===== src/rtl/draw_layer_arbiter.sv =====
// Per-pixel layer arbiter for the RGB332 VGA output.
// Picks the highest-priority opaque layer (index 0 first), otherwise the
// background colour, and registers it. Flags per-pixel overlaps between layers
// and with the bracket border lines, accumulates them over a frame, and
// publishes the totals at every startOfFrame.
module draw_layer_arbiter #(
  parameter int         NUM_LAYERS  = 4,
  parameter logic [7:0] TRANSPARENT = 8'hFF,
  parameter int         CNT_W       = 16
) (
  input  logic                    clk,
  input  logic                    reset,
  input  logic                    startOfFrame,
  input  logic [NUM_LAYERS-1:0]   layer_req,
  input  logic [NUM_LAYERS*8-1:0] layer_rgb,
  input  logic [NUM_LAYERS-1:0]   layer_en,
  input  logic [7:0]              BG_RGB,
  input  logic                    boardersDrawReq,
  output logic [7:0]              RGBOut,
  output logic [NUM_LAYERS-1:0]   layer_hit,
  output logic [NUM_LAYERS-1:0]   frame_hits,
  output logic [CNT_W-1:0]        frame_hit_cnt,
  output logic                    frame_valid
);

  localparam logic [CNT_W-1:0] CNT_ONE = {{(CNT_W-1){1'b0}}, 1'b1};

  // True when at least two bits of the vector are set.
  function automatic logic two_or_more(input logic [NUM_LAYERS-1:0] v);
    logic seen_one;
    logic seen_two;
    seen_one = 1'b0;
    seen_two = 1'b0;
    for (int i = 0; i < NUM_LAYERS; i++) begin
      if (v[i]) begin
        if (seen_one) seen_two = 1'b1;
        seen_one = 1'b1;
      end
    end
    return seen_two;
  endfunction

  // Saturating increment: the counter sticks at all-ones instead of wrapping.
  function automatic logic [CNT_W-1:0] sat_inc(input logic [CNT_W-1:0] c);
    return (&c) ? c : c + CNT_ONE;
  endfunction

  logic [NUM_LAYERS-1:0] eff;
  logic [NUM_LAYERS-1:0] hit;
  logic [7:0]            sel_rgb;

  logic [7:0]            rgb_q;
  logic [NUM_LAYERS-1:0] hit_q;
  logic [NUM_LAYERS-1:0] acc_flags_q;
  logic [CNT_W-1:0]      acc_cnt_q;
  logic [NUM_LAYERS-1:0] frame_hits_q;
  logic [CNT_W-1:0]      frame_cnt_q;
  logic                  frame_valid_q;

  // Effective requests, priority winner and per-pixel collision flags.
  always_comb begin
    eff     = '0;
    hit     = '0;
    sel_rgb = BG_RGB;
    for (int i = 0; i < NUM_LAYERS; i++) begin
      eff[i] = layer_req[i] & layer_en[i] & (layer_rgb[i*8 +: 8] != TRANSPARENT);
    end
    // Walk from lowest priority upward so the lowest active index wins.
    for (int i = NUM_LAYERS - 1; i >= 0; i--) begin
      if (eff[i]) sel_rgb = layer_rgb[i*8 +: 8];
    end
    hit = eff & {NUM_LAYERS{two_or_more(eff) | boardersDrawReq}};
  end

  // Output register stage plus frame accumulator and publication.
  always_ff @(posedge clk) begin
    if (reset) begin
      rgb_q         <= '0;
      hit_q         <= '0;
      acc_flags_q   <= '0;
      acc_cnt_q     <= '0;
      frame_hits_q  <= '0;
      frame_cnt_q   <= '0;
      frame_valid_q <= 1'b0;
    end else begin
      rgb_q <= sel_rgb;
      hit_q <= hit;
      if (startOfFrame) begin
        // Publish the closing frame; this cycle's hits seed the new one.
        frame_hits_q  <= acc_flags_q;
        frame_cnt_q   <= acc_cnt_q;
        acc_flags_q   <= hit;
        acc_cnt_q     <= (|hit) ? CNT_ONE : '0;
        frame_valid_q <= 1'b1;
      end else begin
        acc_flags_q   <= acc_flags_q | hit;
        acc_cnt_q     <= (|hit) ? sat_inc(acc_cnt_q) : acc_cnt_q;
        frame_valid_q <= 1'b0;
      end
    end
  end

  assign RGBOut        = rgb_q;
  assign layer_hit     = hit_q;
  assign frame_hits    = frame_hits_q;
  assign frame_hit_cnt = frame_cnt_q;
  assign frame_valid   = frame_valid_q;

endmodule


===== config.mk =====
export PLATFORM = sky130hd
export DESIGN_NAME = draw_layer_arbiter
export DESIGN_NICKNAME = d
export VERILOG_FILES = /design/src/rtl/draw_layer_arbiter.sv
export SDC_FILE = /design/constraint.sdc
export NUM_CORES = 1
export LEC_CHECK = 0
export CAP_MARGIN = 20
export CELL_PAD_IN_SITES_DETAIL_PLACEMENT = 1
export CELL_PAD_IN_SITES_GLOBAL_PLACEMENT = 1
export CORE_ASPECT_RATIO = 1.1
export CORE_MARGIN = 2
export CORE_UTILIZATION = 49
export DETAILED_ROUTE_END_ITERATION = 8
export DONT_BUFFER_PORTS = 1
export HOLD_SLACK_MARGIN = 0.05
export PLACE_DENSITY_LB_ADDON = 0.1
export SKIP_LAST_GASP = 1
export SYNTH_ARGS = -nofsm -noshare
export SYNTH_HDL_FRONTEND = slang
export SYNTH_SLANG_ARGS = --single-unit

===== constraint.sdc =====
create_clock -name clk -period 2.8 [get_ports clk]
set_input_delay 0.7 -clock clk [delete_from_list [all_inputs] [get_ports clk]]
set_output_delay 0.7 -clock clk [all_outputs]
set_load 0.01 [all_outputs]

==> run summary, run 1 <==
After layout, the worst path uses 81.4% of the clock period. Routability-driven placement finished with a final weighted congestion of 0.737. The die area is 0.00575 mm2. Height of the chip: 79.3 um. The type of the setup path with the least slack is primary input to register. The data arrival time of the critical path came out at 2.51 ns. The filler cells instantiated in the layout total 573. The critical path goes through nand4_1 -> o211ai_2 -> o2111ai_2 -> nand2_4 -> or4_1 -> a21oi_1.

Yosys printed 0 warnings. STA classifies the critical path startpoint as a primary input. The proportion of synthesized flip-flops having asynchronous set or reset is 0%. The internal power of the cells totals 1.00 mW. Counting along the longest clock path gives a buffer depth of 2. The routed length per instance came out at 18.1 um. Dividing total power by cell area gives a power density of 519 mW/mm2. IR analysis of the VDD net gives a maximum drop of 0.344 mV. The count of mapped cells out of synthesis is 270. The overall routing resource usage was 20.9%; the antenna diode count was 0. The required arrival time at the worst endpoint is 3.03 ns, and the proportion of netlist area held by the largest area contributor is 42.0%. The number of hold violations in the final report was 0.

For the initial standard-cell utilization of the core, the log shows 50.5%. In the post-synthesis netlist, the biggest area contributors are sky130_fd_sc_hd__dfxtp_1 42%, sky130_fd_sc_hd__mux2i_1 11%, sky130_fd_sc_hd__nor2_1 5.9%. The clock-pin slew reported for the worst setup and hold paths after clock tree synthesis was 0.10 ns. Of the cells placed in the final design, the portion with a size suffix greater than 1 is 8.75%. For this design the static power due to leakage is 0.954 nW.

The critical path starts at layer_rgb[27]. Between clock sinks in the finished design, the worst skew comes to 0.0108 ns. The starting DRC count in detailed routing is 78.

The worst-skew pair later-pin latency is 0.31 ns, and the minimum setup slack in the final design is 0.520 ns. In this run the tightest slew margin relative to its limit is 42.6%. The number of maximum-capacitance violations is 0.

Startpoint of the worst hold path: reset. The setup fix buffers added after clock tree synthesis was 0. The design draws 1.35 mW. Counting every net in the synthesized netlist gives 323. For this run, design rule violations remaining after detail routing come to 0. In the routed layout, each cell is associated on average with a via count of 6.17. The tools report the master cell of the clock root buffer as sky130_fd_sc_hd__clkbuf_8. The routed design has 5.80 mm of wire. Detailed routing inserted a total of 1979 vias. For the area used by multi-input combinational logic, the log shows 0.00134 mm2. The transition time at the pin with the least slew margin is 0.859 ns.

The commonest register cell after synthesis is sky130_fd_sc_hd__dfxtp_1. Switching fraction of total power: 25.8%. The level count of the clock H-tree is 2. The type of the tightest min-delay check is primary input to register. The clock net in this run drives a total of 53 sinks. After synthesis the cells add up to 0.00253 mm2.

The count of hold-fix buffers inserted at cts is 0, and the pin count of the biggest net entering global routing is 39. The core region is 0.00500 mm2. The clock buffer count from CTS was 5. Sequential elements use 42.0% of the synthesized area. The logs give 0 for the number of antenna violations at the first check in global routing and 0.348 mW for the switching power.

STA classifies the critical path endpoint as a register. The run gives 1897 as the number of global-route vias before repair. The largest incremental delay on the critical path works out to 0.55 ns. For the first-pass iteration count of the detailed router, the log shows 4.

The run finished with clean final reports. The post-cts resize count is 0, and the utilization after layout is 52.0%. Setup repair after global routing left no endpoint under its margin. The sequential cell area is 0.00106 mm2, and the boundary pin count is 85. The count of nets left with antenna violations once routing finished came out at 0. Port buffering added 0 buffers. The aggregate global routing overflow is 0. From synthesis to final layout, the design area changed by 2.82%. Sequential cells burn 58.7% of the power. In this run, synthesis produced a sequential element count of 53. The floorplan step set the die width to 72.5 um.

Of all cell types, the one taking the most synthesized area is sky130_fd_sc_hd__dfxtp_1. The standard cell with the maximum stage delay on the critical path is sky130_fd_sc_hd__or4_1. Once detailed placement completed, the half-perimeter wirelength came to 4.29 mm. The sum of negative setup slack was 0 ns. The number of nets in the finished design came out at 315. Combinational logic burns 9.2% of the power. TritonCTS built the clock tree. Along the worst path, the maximum fanout reaches 26. The clock network burns 32.1% of the power. The first global-routing pass estimated 9.53 mm of wire. Counting distinct cell types in the post-synthesis netlist gives 40.

For the finished layout, the period the worst path requires is 2.28 ns. The floorplan row count was 27. Averaged over all synthesized cells, the footprint is 9.36 um2. The count of flip-flops with a built-in enable after synthesis is 0.

Broken down by cell family, the worst path's largest delay share belongs to compound AO/OA/AOI/OAI gates. For the setup slack after placement, the log shows 0.196 ns. Together, buffers and inverters on the worst path number 0. The startpoint identified for the worst register-to-register timing path is acc_cnt_q[8]. The count of final max-slew check failures came out at 0. Based on the critical path, the design can be clocked at up to 439 MHz. Setup violations remaining at the end of the flow were counted as 0.
[cell type report]
type / instances / share of cell area [%]
clock inverter: 2 / 0.578
inverter: 4 / 0.578
clock buffer: 6 / 2.79
multi-input combinational: 195 / 51.5
sequential: 53 / 40.8
tap: 58 / 2.79
timing repair buffer: 3 / 0.867
[placed cells by master, fill, tap and decap left out, drive strengths merged]
master / instances
dfxtp: 53
nor2: 40
mux2i: 29
a21oi: 23
a211oi: 16
nand4: 15
o31ai: 10
or4: 9
nand2: 8
or3: 7
nand3: 6
o21ai: 6
clkbuf: 6
nor3: 5
inv: 4
a21o: 4
o211ai: 4
and3: 3
buf: 3
or2: 2
clkinvlp: 2
o2111ai: 2
o211a: 1
and4: 1
nor4: 1
nor2b: 1
or3b: 1
ha: 1
[cell families after synthesis]
kind of cell,after synthesis,share of synthesized area (%)
adders and majority gates,1,0.495
AOI/OAI and AO/OA,66,18.8
buffers and inverters,22,5.00
muxes,29,11.5
and+or+nand+nor,99,22.2
DFF,53,42.0
[layer usage]
layer,up-vias,wire (um),global-route usage (%)
met5,-,0,0
met4,0,74,5.56
met3,7,309,5.58
met2,44,2740,33.3
met1,938,2680,27.8
li1,990,-,-
[state kept, by name (all words and copies together) (netlist names)]
| signal | cells |
|---|---|
| acc_cnt_q | 16 |
| acc_flags_q | 4 |
| layer_hit | 4 |
| frame_valid | 1 |
| RGBOut | 8 |
| frame_hit_cnt | 16 |
| frame_hits | 4 |
[cell usage after synthesis (all sizes together) (2+ instances only)]
library cell and n:
o2111ai 2, o21ai 6, a21o 4, nor3 5, nor2 40, and3 3, a211oi 16, dfxtp 53
or3 7, nand3 6, mux2i 29, nand2 8, o211ai 4, or2 2, o31ai 10, buf 12
clkbuf 6, inv 4, nand4 15, or4 9, a21oi 23
[worst paths after layout]
check | end | slack, ns | cells past startpoint
worst min register to register | acc_flags_q[2] | 0.46 | 1
worst max register to register | acc_cnt_q[9] | 0.97 | 6
worst min-delay path | frame_hit_cnt[7] | 0.45 | 1
worst max-delay path | acc_cnt_q[9] | 0.52 | 6
[worst register-to-register path, delay by kind of cell, from the launching register on]
kind | cells | cell delay, ns
compound gates | 1 | 0.06
simple gates | 5 | 1.18
flops | 1 | 0.46
[metrics by stage]
stage / hold WS, ns / cells / area (um2)
final: 0.451 / 321 / 2600
after global placement: 0.444 / 313 / 2510
after floorplan: 0.426 / 270 / 2530
after global routing: 0.425 / 321 / 2600
after CTS: 0.440 / 321 / 2600
after detailed placement: 0.446 / 313 / 2510
[power by group through the flow]
stage	logic, mW	registers (mW)	clock network [mW]
final	0.124	0.792	0.433
after global routing	0.139	0.795	0.482
after CTS	0.126	0.792	0.449
after detailed placement	0.125	0.810	0
after global placement	0.122	0.810	0
after floorplan	0.129	0.807	0
Note: power is estimated with default switching activity, not from simulation.
==> inputs of run 2 (changes only) <==
CORE_UTILIZATION = 41   (was 49)
clock period = 1.8 ns   (was 2.8 ns; I/O delays follow)
==> run 2 against run 1 <==
  * Global-route usage fell by 1.3 points
  * Die area rose by 18%
  * Register-to-register slack got worse by 0.86 ns
  * Total power rose by 73%
  * Non-clock buffer count rose by 30
  * Clock skew rose by 0.0030 ns
  * Core utilization fell by 4.0 points
  * First-iteration DRC count fell by 7.7%
  * Setup slack got worse by 0.43 ns
  * Routed wire length rose by 11%
  * Clock power rose by 96%
  * Largest cell class unchanged
==> run summary, run 2 (synthesized netlist as in run 1, its figures left out) <==
85 I/O pins were placed. Global routing used 19.6% of the available tracks across all layers. Input and output buffers added on the ports amount to 0.

For the count of final max-slew check failures, the log shows 0. The worst register-to-register path has a depth of 6. The tools report the number of maximum-capacitance violations as 0. The clock tree synthesis step divided the H-tree into 2 levels.

The final non-filler cell total was 373; the number of global-route vias before repair was 2241. For this block, the via count after detailed routing is 2140. The starting DRC count in detailed routing was 72. The number of placed instances with taps included is 365.

Die area: 0.00681 mm2. The highest fanout seen on the critical path came out at 21. The final clock period utilization by the worst path came out at 95.2%.

Using the TritonRoute via totals, the vias-per-cell ratio works out to 5.74. Net switching is 23.9% of the power. Counting along the longest clock path gives a buffer depth of 2. For the required arrival time at the worst endpoint, the log shows 2.04 ns.

Among all stages on the critical path, the largest delay is contributed by sky130_fd_sc_hd__or4_1. The floorplan step defined a core boundary enclosing 0.00608 mm2. After clock tree synthesis, the clock-pin slew on the worst setup and hold paths is 0.10 ns. The die boundary width was 78.8 um. STA classifies the critical path endpoint as a register.

The signal on the critical path passes through nand4_1 -> o211ai_1 -> buf_4 -> o2111ai_4 -> nand2_4 -> or4_1 -> a21oi_1. After the last flow step, the layout net total stands at 345. TritonCTS built the clock tree. For the switching power, the log shows 0.556 mW. For hold timing, the worst endpoint is frame_hit_cnt[14].

Minimum setup slack in the final design: 0.0859 ns. The clock reaches the later pin of the worst-skew pair after 0.31 ns. Transition time at the pin with the least slew margin: 0.565 ns. The number of hold violations in the final report was 0; the sequential group share of total power was 52.9%. The startpoint identified for the worst hold timing path is reset.

For this run, design rule violations remaining after detail routing come to 0. The layout filler cell count came out at 725. The number of instances on the worst hold path was 1.

Before CTS, the worst setup slack after placement is -0.261 ns. Setup repair after global routing could not meet its margin everywhere. Per report_power, the clock group accounts for 36.5% of the total.

The run gives 0 as the number of antenna violations at the first check in global routing. The startpoint kind of the worst setup timing path was a primary input. Type of the tightest min-delay check: primary input to register. The flow ran to the end, and the final reports show no timing, DRC or antenna violations. The startpoint identified for the worst register-to-register timing path is acc_cnt_q[1]. Measured against its own limit, the worst slew margin works out to 62.3%. The antenna diode count was 0; the critical path depth in cells was 7.

The first-pass iteration count of the detailed router is 4. Combinational cells account for 10.6% of the total power. The area added between synthesis and finish was 15.5%; the pin count of the biggest net entering global routing was 39.

For the final worst hold slack, the log shows 0.194 ns. Clock skew on the completed layout was measured at 0.0138 ns. In this run the register-to-register setup slack is 0.11 ns. By startpoint and endpoint, the worst setup path is classified as primary input to register. The largest incremental delay on the critical path is 0.55 ns. The run gives 583 MHz as the fmax.

After detailed routing, the average wire length per cell comes to 17.3 um. Setup violations remaining at the end of the flow were counted as 0. Summed over all layers, the routed wires come to 6.45 mm. After floorplanning, the core was divided into 30 placement rows. For the total chip power, the log shows 2.33 mW. The most common cell after layout, fill and taps aside is sky130_fd_sc_hd__dfxtp_1. For the worst setup path, the data arrival time is 1.95 ns. Summed over all cells, the static leakage comes to 1.13 nW. In the final layout, the share of cells above drive strength 1 is 19.1%. The master cell of the clock root buffer is sky130_fd_sc_hd__clkbuf_8. The library cells used most frequently in the layout, excluding fill and tap cells, are 52 x sky130_fd_sc_hd__dfxtp_1, 40 x sky130_fd_sc_hd__nor2_1, 32 x sky130_fd_sc_hd__buf_4.

At the end of routability-driven placement, the weighted congestion stood at 0.760. The aggregate global routing overflow is 0, and the power density over cell area is 798 mW/mm2. The initial utilization of the core area, before any placement, comes to 41.5%.

The tools report the terminus of the critical flop-to-flop path as acc_cnt_q[3]. The tools report the utilization after layout as 48.0%. The die is 86.3 um tall. The post-route antenna net violation count is 0. Clock tree synthesis inserted a total of 5 buffers. The first global-routing pass estimated 10.5 mm of wire. The number of sinks driven by the clock tree is 53, and the post-route minimum period is 1.71 ns. The run gives 1.77 mW as the internal portion of total power. The tools report the final HPWL from detailed placement as 4.80 mm. Across the VDD grid, the largest voltage drop is 0.383 mV. Largest delay contributor family on the critical path: simple AND/OR/NAND/NOR gates. Worst path buffer plus inverter count: 1. The count of hold-fix buffers inserted at cts is 0.
[run 2: cell types whose count changed in the layout (fill, tap and decap cells not counted), sizes merged]
cell,delta
buf,+30
clkinvlp,-2
clkbuf,+1
bufinv,+1
[run 2: final cells by class]
| cell class | count | area, um2 | share of cell area (%) |
|---|---|---|---|
| multi-input cells | 195 | 1370 | 47.0 |
| flip-flops and latches | 53 | 1060 | 36.4 |
| repair buffers | 33 | 251 | 8.62 |
| well taps | 80 | 100 | 3.43 |
| clock buffers | 7 | 86.3 | 2.96 |
| clock inverters | 1 | 30.0 | 1.03 |
| inverters | 4 | 15.0 | 0.515 |
[run 2: routing by layer]
metal | vias to the layer above | routed length, um | track usage [%]
met3 | 7 | 349 | 4.79
met5 | - | 0 | 0
met1 | 1018 | 2620 | 21.7
li1 | 1049 | - | -
met4 | 0 | 84 | 5.80
met2 | 66 | 3390 | 37.0
[run 2: worst register-to-register path, stage by stage, from the launching register on]
cell                      delay [ns]
sky130_fd_sc_hd__dfxtp_1        0.36
sky130_fd_sc_hd__ha_1           0.23
sky130_fd_sc_hd__nand2_2        0.11
sky130_fd_sc_hd__or3_4          0.19
sky130_fd_sc_hd__nand2_8        0.10
sky130_fd_sc_hd__or4_1          0.50
sky130_fd_sc_hd__a21oi_1        0.15
[run 2: stage by stage]
stage                     cell area [um2]  setup TNS [ns]
after floorplan                      2530               0
after global placement               2760           -3.74
after detailed placement             2760           -4.48
after CTS                            2880               0
after global routing                 2920        -0.00977
final                                2920               0
[run 2: power by group through the flow]
stage                     registers, mW  clock network (mW)  logic [mW]
after global routing               1.24               0.925       0.275
after global placement             1.26                   0       0.237
after floorplan                    1.26                   0       0.200
after detailed placement           1.26                   0       0.242
final                              1.23               0.849       0.247
after CTS                          1.23               0.864       0.243
[run 2: worst max-delay path by stage]
stage,from,end,slack (ns)
floorplan,layer_rgb[27],acc_cnt_q[14],0.002
global placement,layer_rgb[23],acc_cnt_q[9],-0.21
detailed placement,layer_rgb[23],acc_cnt_q[12],-0.26
CTS,acc_cnt_q[1],acc_cnt_q[3],0.04
global route,layer_rgb[23],acc_cnt_q[14],-0.01
finish,layer_rgb[23],acc_cnt_q[3],0.09
[run 2: repair_timing]
item                                    CTS  global route
resized for setup                         0             7
endpoints found under the setup margin    0            12
buffers inserted                          0             0
hold endpoints to repair                  0             0
==> inputs of run 3 (changes only) <==
SETUP_SLACK_MARGIN = 0.5   (was unset)
==> run 3 against run 2 <==
  * The run now ends with negative setup slack left
  * Register-to-register slack got worse by 0.08 ns
  * First-iteration DRC count is 21% higher
  * Cell area increased by 14%
  * Maximum frequency shrank 9.3%
  * Sequential power about the same
  * Total power shrank 0.51%
  * Core utilization rose by 6.9 points
  * Critical path type unchanged
  * Critical endpoint is now acc_cnt_q[5]
==> run summary, run 3 (synthesized netlist as in run 1, its figures left out) <==
The flow ran to the end, but the final reports show violations. The checks that failed: negative setup slack. In this run the critical register-to-register path is launched from acc_cnt_q[6]. The tools report the die area as 0.00681 mm2. The largest buffer count on any clock path was 2; the area inside the core boundary was 0.00608 mm2.

The largest single stage delay on the critical path is 0.49 ns. The critical path launch point was layer_rgb[22]. Power density over cell area: 694 mW/mm2. Number of hold violations in the final report: 0. Number of placed instances with taps included: 366.

The run gives -0.0896 ns as the minimum setup slack in the final design. Total power for the finished layout comes to 2.32 mW. For this design the top-level I/O count stands at 85.

The number of nets in the finished design came out at 373. Summing all multi-input logic gate instances after layout gives 0.00156 mm2. The worst setup path is launched from a primary input. Global routing consumed, on the met2 layer, 38.2% of the routing resources. TritonCTS built the clock tree. The first TritonRoute pass finished after 4 iterations. Type of the tightest min-delay check: primary input to register.

Using the TritonRoute via totals, the vias-per-cell ratio works out to 5.87. For the final routed database, the setup TNS stands at -0.407 ns. The congestion estimate from routability-driven global placement came to 0.775.

The sort of element at the end of the critical path was a register. Leaving out fill and tap cells, the most frequent cell in the layout is sky130_fd_sc_hd__buf_4. The master cell of the clock root buffer was sky130_fd_sc_hd__clkbuf_8. Once detailed placement completed, the half-perimeter wirelength came to 4.93 mm.

Setup repair after global routing could not meet its margin everywhere. The area added between synthesis and finish is 32.0%, and the worst relative slew slack is 55.6%. Count of final max-slew check failures: 0. After filler insertion, the fill cell instance count of the layout stands at 720. The number of sinks driven by the clock tree was 53; the via count of the routed design was 2353. IR analysis of the VDD net gives a maximum drop of 0.402 mV.

After detailed routing, the number of remaining DRC violations is 0. In the final layout, the share of cells above drive strength 1 is 37.7%. The number of maximum-capacitance violations was 0.

Entering global routing, the biggest net connects 39 pins. Leaving out filler cells and counting taps, the final layout contains 401. The fmax was 529 MHz; the met1 demand-to-capacity share in global routing was 30.1%.

The run gives 41.5% as the initial standard-cell utilization of the core. The largest individual stage delay along the critical path comes from the cell sky130_fd_sc_hd__o211ai_1. The startpoint of the worst hold path was reset.

The final clock period utilization by the worst path is 105%, and the clock buffer count from CTS is 5. In this run the remaining antenna-violating nets after routing total 0. The floorplan has 30 rows.

Of all nets on the critical path, the largest fanout is 3. The critical path is of the primary input to register type. Summed over all layers, the global routing overflow is 0.

In the global route stage, overall resource usage came out at 22.7%. Walking the worst path, the cells encountered are nand4_1 -> o211ai_1 -> buf_4 -> buf_6 -> nand4_4 -> buf_6 -> nand3_1 -> or3_1 -> a21oi_1. For this block, the routed nets add up to 8.30 mm of wire.

The global-route layer with the greatest usage is met2. The clock tree synthesis step divided the H-tree into 2 levels. At the pin with the least slew margin, the transition time is 0.666 ns. The final worst hold slack was 0.189 ns; the clock-pin slew reported for the worst setup and hold paths after clock tree synthesis was 0.11 ns. Setup violation total in the final timing report: 9. The top cell types in the final layout, fill and taps aside, are 45 x sky130_fd_sc_hd__buf_4, 43 x sky130_fd_sc_hd__dfxtp_1, 35 x sky130_fd_sc_hd__nor2_1.

The required arrival time at the worst endpoint came out at 1.97 ns. The run gives -0.260 ns as the setup slack after placement. The number of antenna violations at the first check in global routing is 0, and the height of the chip is 86.3 um.

Sequential cell area: 0.00107 mm2. The routed design could run at a clock period as short as 1.89 ns. For the number of global-route vias before repair, the log shows 2328. After detailed routing, the average wire length per cell comes to 20.7 um.

Starting DRC count in detailed routing: 87. For the leakage power, the log shows 1.31 nW. The data arrival time of the critical path was 2.06 ns. The number of antenna diodes in the final layout is 0. For the worst-skew pair, the clock arrives at the later sink with an insertion delay of 0.32 ns. The clock skew was 0.0146 ns. The most prevalent standard cell on the critical path was sky130_fd_sc_hd__buf_6. Global routing used 3.96% of the available met3 tracks. The run gives 12.0 mm as the first-pass GRT wire length.

The number of buffers inserted by port buffering came out at 0. The die is 78.8 um wide.
==> run 3: cell count changes in the layout (fill, tap and decap cells not counted), moves of 9 or more <==
| cell | before | now |
|---|---|---|
| sky130_fd_sc_hd__dfxtp_1 | 52 | 43 |
| sky130_fd_sc_hd__a211oi_1 | 16 | 5 |
| sky130_fd_sc_hd__buf_6 | 1 | 14 |
| sky130_fd_sc_hd__a211oi_2 | 0 | 10 |
| sky130_fd_sc_hd__dfxtp_2 | 1 | 10 |
| sky130_fd_sc_hd__buf_4 | 32 | 45 |
==> run 3: where the power goes <==
| part | internal (mW) | switching, mW | leakage, nW | total (mW) |
|---|---|---|---|---|
| Combinational | 0.183 | 0.193 | 0.842 | 0.375 |
| Sequential | 1.20 | 0.0315 | 0.436 | 1.24 |
| Clock | 0.276 | 0.429 | 0.0374 | 0.704 |
==> run 3: cell type report <==
cell class	count	share of cell area (%)
Clock inverter	2	0.450
Inverter	4	0.450
Sequential cell	53	32.2
Tap cell	80	3.00
Clock buffer	6	2.18
Multi-Input combinational cell	197	46.9
Timing Repair Buffer	59	14.9
==> run 3: critical path, delay by kind of cell <==
kind / cells / cell delay, ns
AOI/OAI and AO/OA: 2 / 0.56
and+or+nand+nor: 4 / 0.49
buffers and inverters: 3 / 0.54
==> run 3: per-stage QoR <==
stage / cell area [um2] / util [%]
3_3_place_gp: 2800 / 46.1
5_1_grt: 3340 / 54.9
4_1_cts: 3140 / 51.7
3_5_place_dp: 2800 / 46.1
6_report: 3340 / 54.9
2_1_floorplan: 2580 / -
==> run 3: final timing paths <==
check,slack (ns),endpoint,cells past startpoint
worst max-delay path,-0.09,acc_cnt_q[5],9
worst min-delay path,0.19,frame_hit_cnt[13],1
worst max register to register,0.03,acc_cnt_q[11],5
worst min register to register,0.47,acc_flags_q[2],1
==> run 3: repair_timing <==
item | 4_1_cts | 5_1_grt
hold buffers | 0 | 0
buffers inserted | 16 | 8
hold endpoints to repair | 0 | 0
resized for setup | 33 | 30
setup endpoints to repair | 32 | 32
gates cloned | 2 | 1
pin swaps | 28 | 27
==> run 3: per-layer routing <==
layer,routed length (um),vias to the layer above
met5,0,-
met4,148,0
met3,298,11
met2,4140,70
met1,3710,1163
li1,-,1109
==> patch (settings of run 2) <==
Register the output `frame_hit_cnt` once more; this adds one clock of latency there. The other outputs are not delayed to match.
--- a/src/rtl/draw_layer_arbiter.sv
+++ b/src/rtl/draw_layer_arbiter.sv
@@ -104,5 +104,7 @@
   assign layer_hit     = hit_q;
   assign frame_hits    = frame_hits_q;
-  assign frame_hit_cnt = frame_cnt_q;
+  always_ff @(posedge clk) begin
+    frame_hit_cnt <= frame_cnt_q;
+  end
   assign frame_valid   = frame_valid_q;
 
Behaviour: not the same (Yosys sat finds a counterexample within 4 cycles, from zero or initial values and one cycle with reset high).
==> patch against run 2 <==
  * Clock power grew 30%
  * Area after synthesis up 12%
  * Combinational power is 13% higher
  * Via count rose by 15%
  * Cell area rose by 19%
  * Maximum frequency down 2.6%
  * First-iteration DRC count increased by 17%
  * Final cell count is 16% higher
  * Setup slack worse by 0.045 ns
  * Largest cell class unchanged
  * Highest routed layer unchanged
  * Sequential cell count grew 16
  * Die area rose by 12%
  * Critical path type is now register to register
  * Worst hold slack lost 0.018 ns
  * Largest power group unchanged
  * Total power is 28% higher
  * Routed wire length rose by 15%
==> patch: results (changes against run 2) <==
| Metric | Value |
|---|---|
| Status | finished, final reports clean |
| CTS H-tree lvls | 3 (+1) |
| Share of cells above drive strength 1 | 24.6% (+5.5 points) |
| Synthesized Nets | 359 (+11%) |
| Gp weighted congestion | 0.751 (-1.3%) |
| Non-clock buffer area fraction after layout | 10.4% (+1.8 points) |
| Cell area after placement | 3210 um2 (+16%) |
| Library cell contributing the largest single delay on the critical path | sky130_fd_sc_hd__or4_4 |
| Met1 routed wirelength after detailed routing | 3000 um (+15%) |
| Worst setup slack for register-to-register paths | 0.04 ns (-0.07 ns) |
| Switching share of total power | 26.2% (+2.3 points) |
| Met2 Routed Length | 3930 um (+16%) |
| Number of vias per cell | 5.70 (-0.72%) |
| Worst clock skew | 0.00756 ns (-0.00624 ns) |
| Proportion of power drawn by flip-flops and latches | 53.5% (+0.6 points) |
| Mean area per synthesized cell | 9.28 um2 (-0.84%) |
| Static Leakage | 1.27 nW (+12%) |
| Int Power | 2.19 mW (+24%) |
| Non-clock buffer count in the final layout | 47 (+42%) |
| Critical Setup Path Class | register to register |
| Worst R2R End | acc_cnt_q[7] |
| Total placed cells including tap cells | 413 (+13%) |
| Hold endpoint | acc_flags_q[1] |
| Tightest Pin Transition | 0.520 ns (-0.0449 ns) |
| GRT Util Overall | 20.1% (+0.49 points) |
| Worst vdd ir | 0.445 mV (+16%) |
| Vias | 2455 (+15%) |
| Slowest Stage Delay on Critical Path | 0.60 ns (+0.05 ns) |
| GR Layer Usage met3 | 6.73% (+1.9 points) |
| Register cell area after layout | 1390 um2 (+31%) |
| Global Route met1 Usage | 21.8% (+0.15 points) |
| Count of different cell masters after synthesis | 37 (-7.5%) |
-- patch: repair_timing --
item | CTS | global route
gates cloned | 0 | 1
pin swaps | 4 | 10
endpoints found under the setup margin | 14 | 16
setup buffers | 1 | 1
resized for setup | 7 | 13
-- patch: logic make-up (layout without fill, tap and decap cells) --
kind of cell             Yosys count  in the layout  share of synthesized area (%)
flip-flops                        69             69                           48.7
AND/OR/NAND/NOR                  127            127                           21.9
adder cells (fa/ha/maj)            1              1                          0.441
AO/OA/AOI/OAI                     68             68                           18.2
buffers and inverters             21             64                           3.83
multiplexers                      20             20                           7.05
-- patch: stage by stage --
stage | hold WS [ns] | setup WS, ns | util [%]
floorplan | 0.330 | -0.117 | -
global placement | 0.336 | -0.236 | 48.3
detailed placement | 0.337 | -0.288 | 48.3
CTS | 0.151 | 0.00615 | 51.3
global route | 0.146 | -0.0493 | 52.3
finish | 0.176 | 0.0411 | 52.3
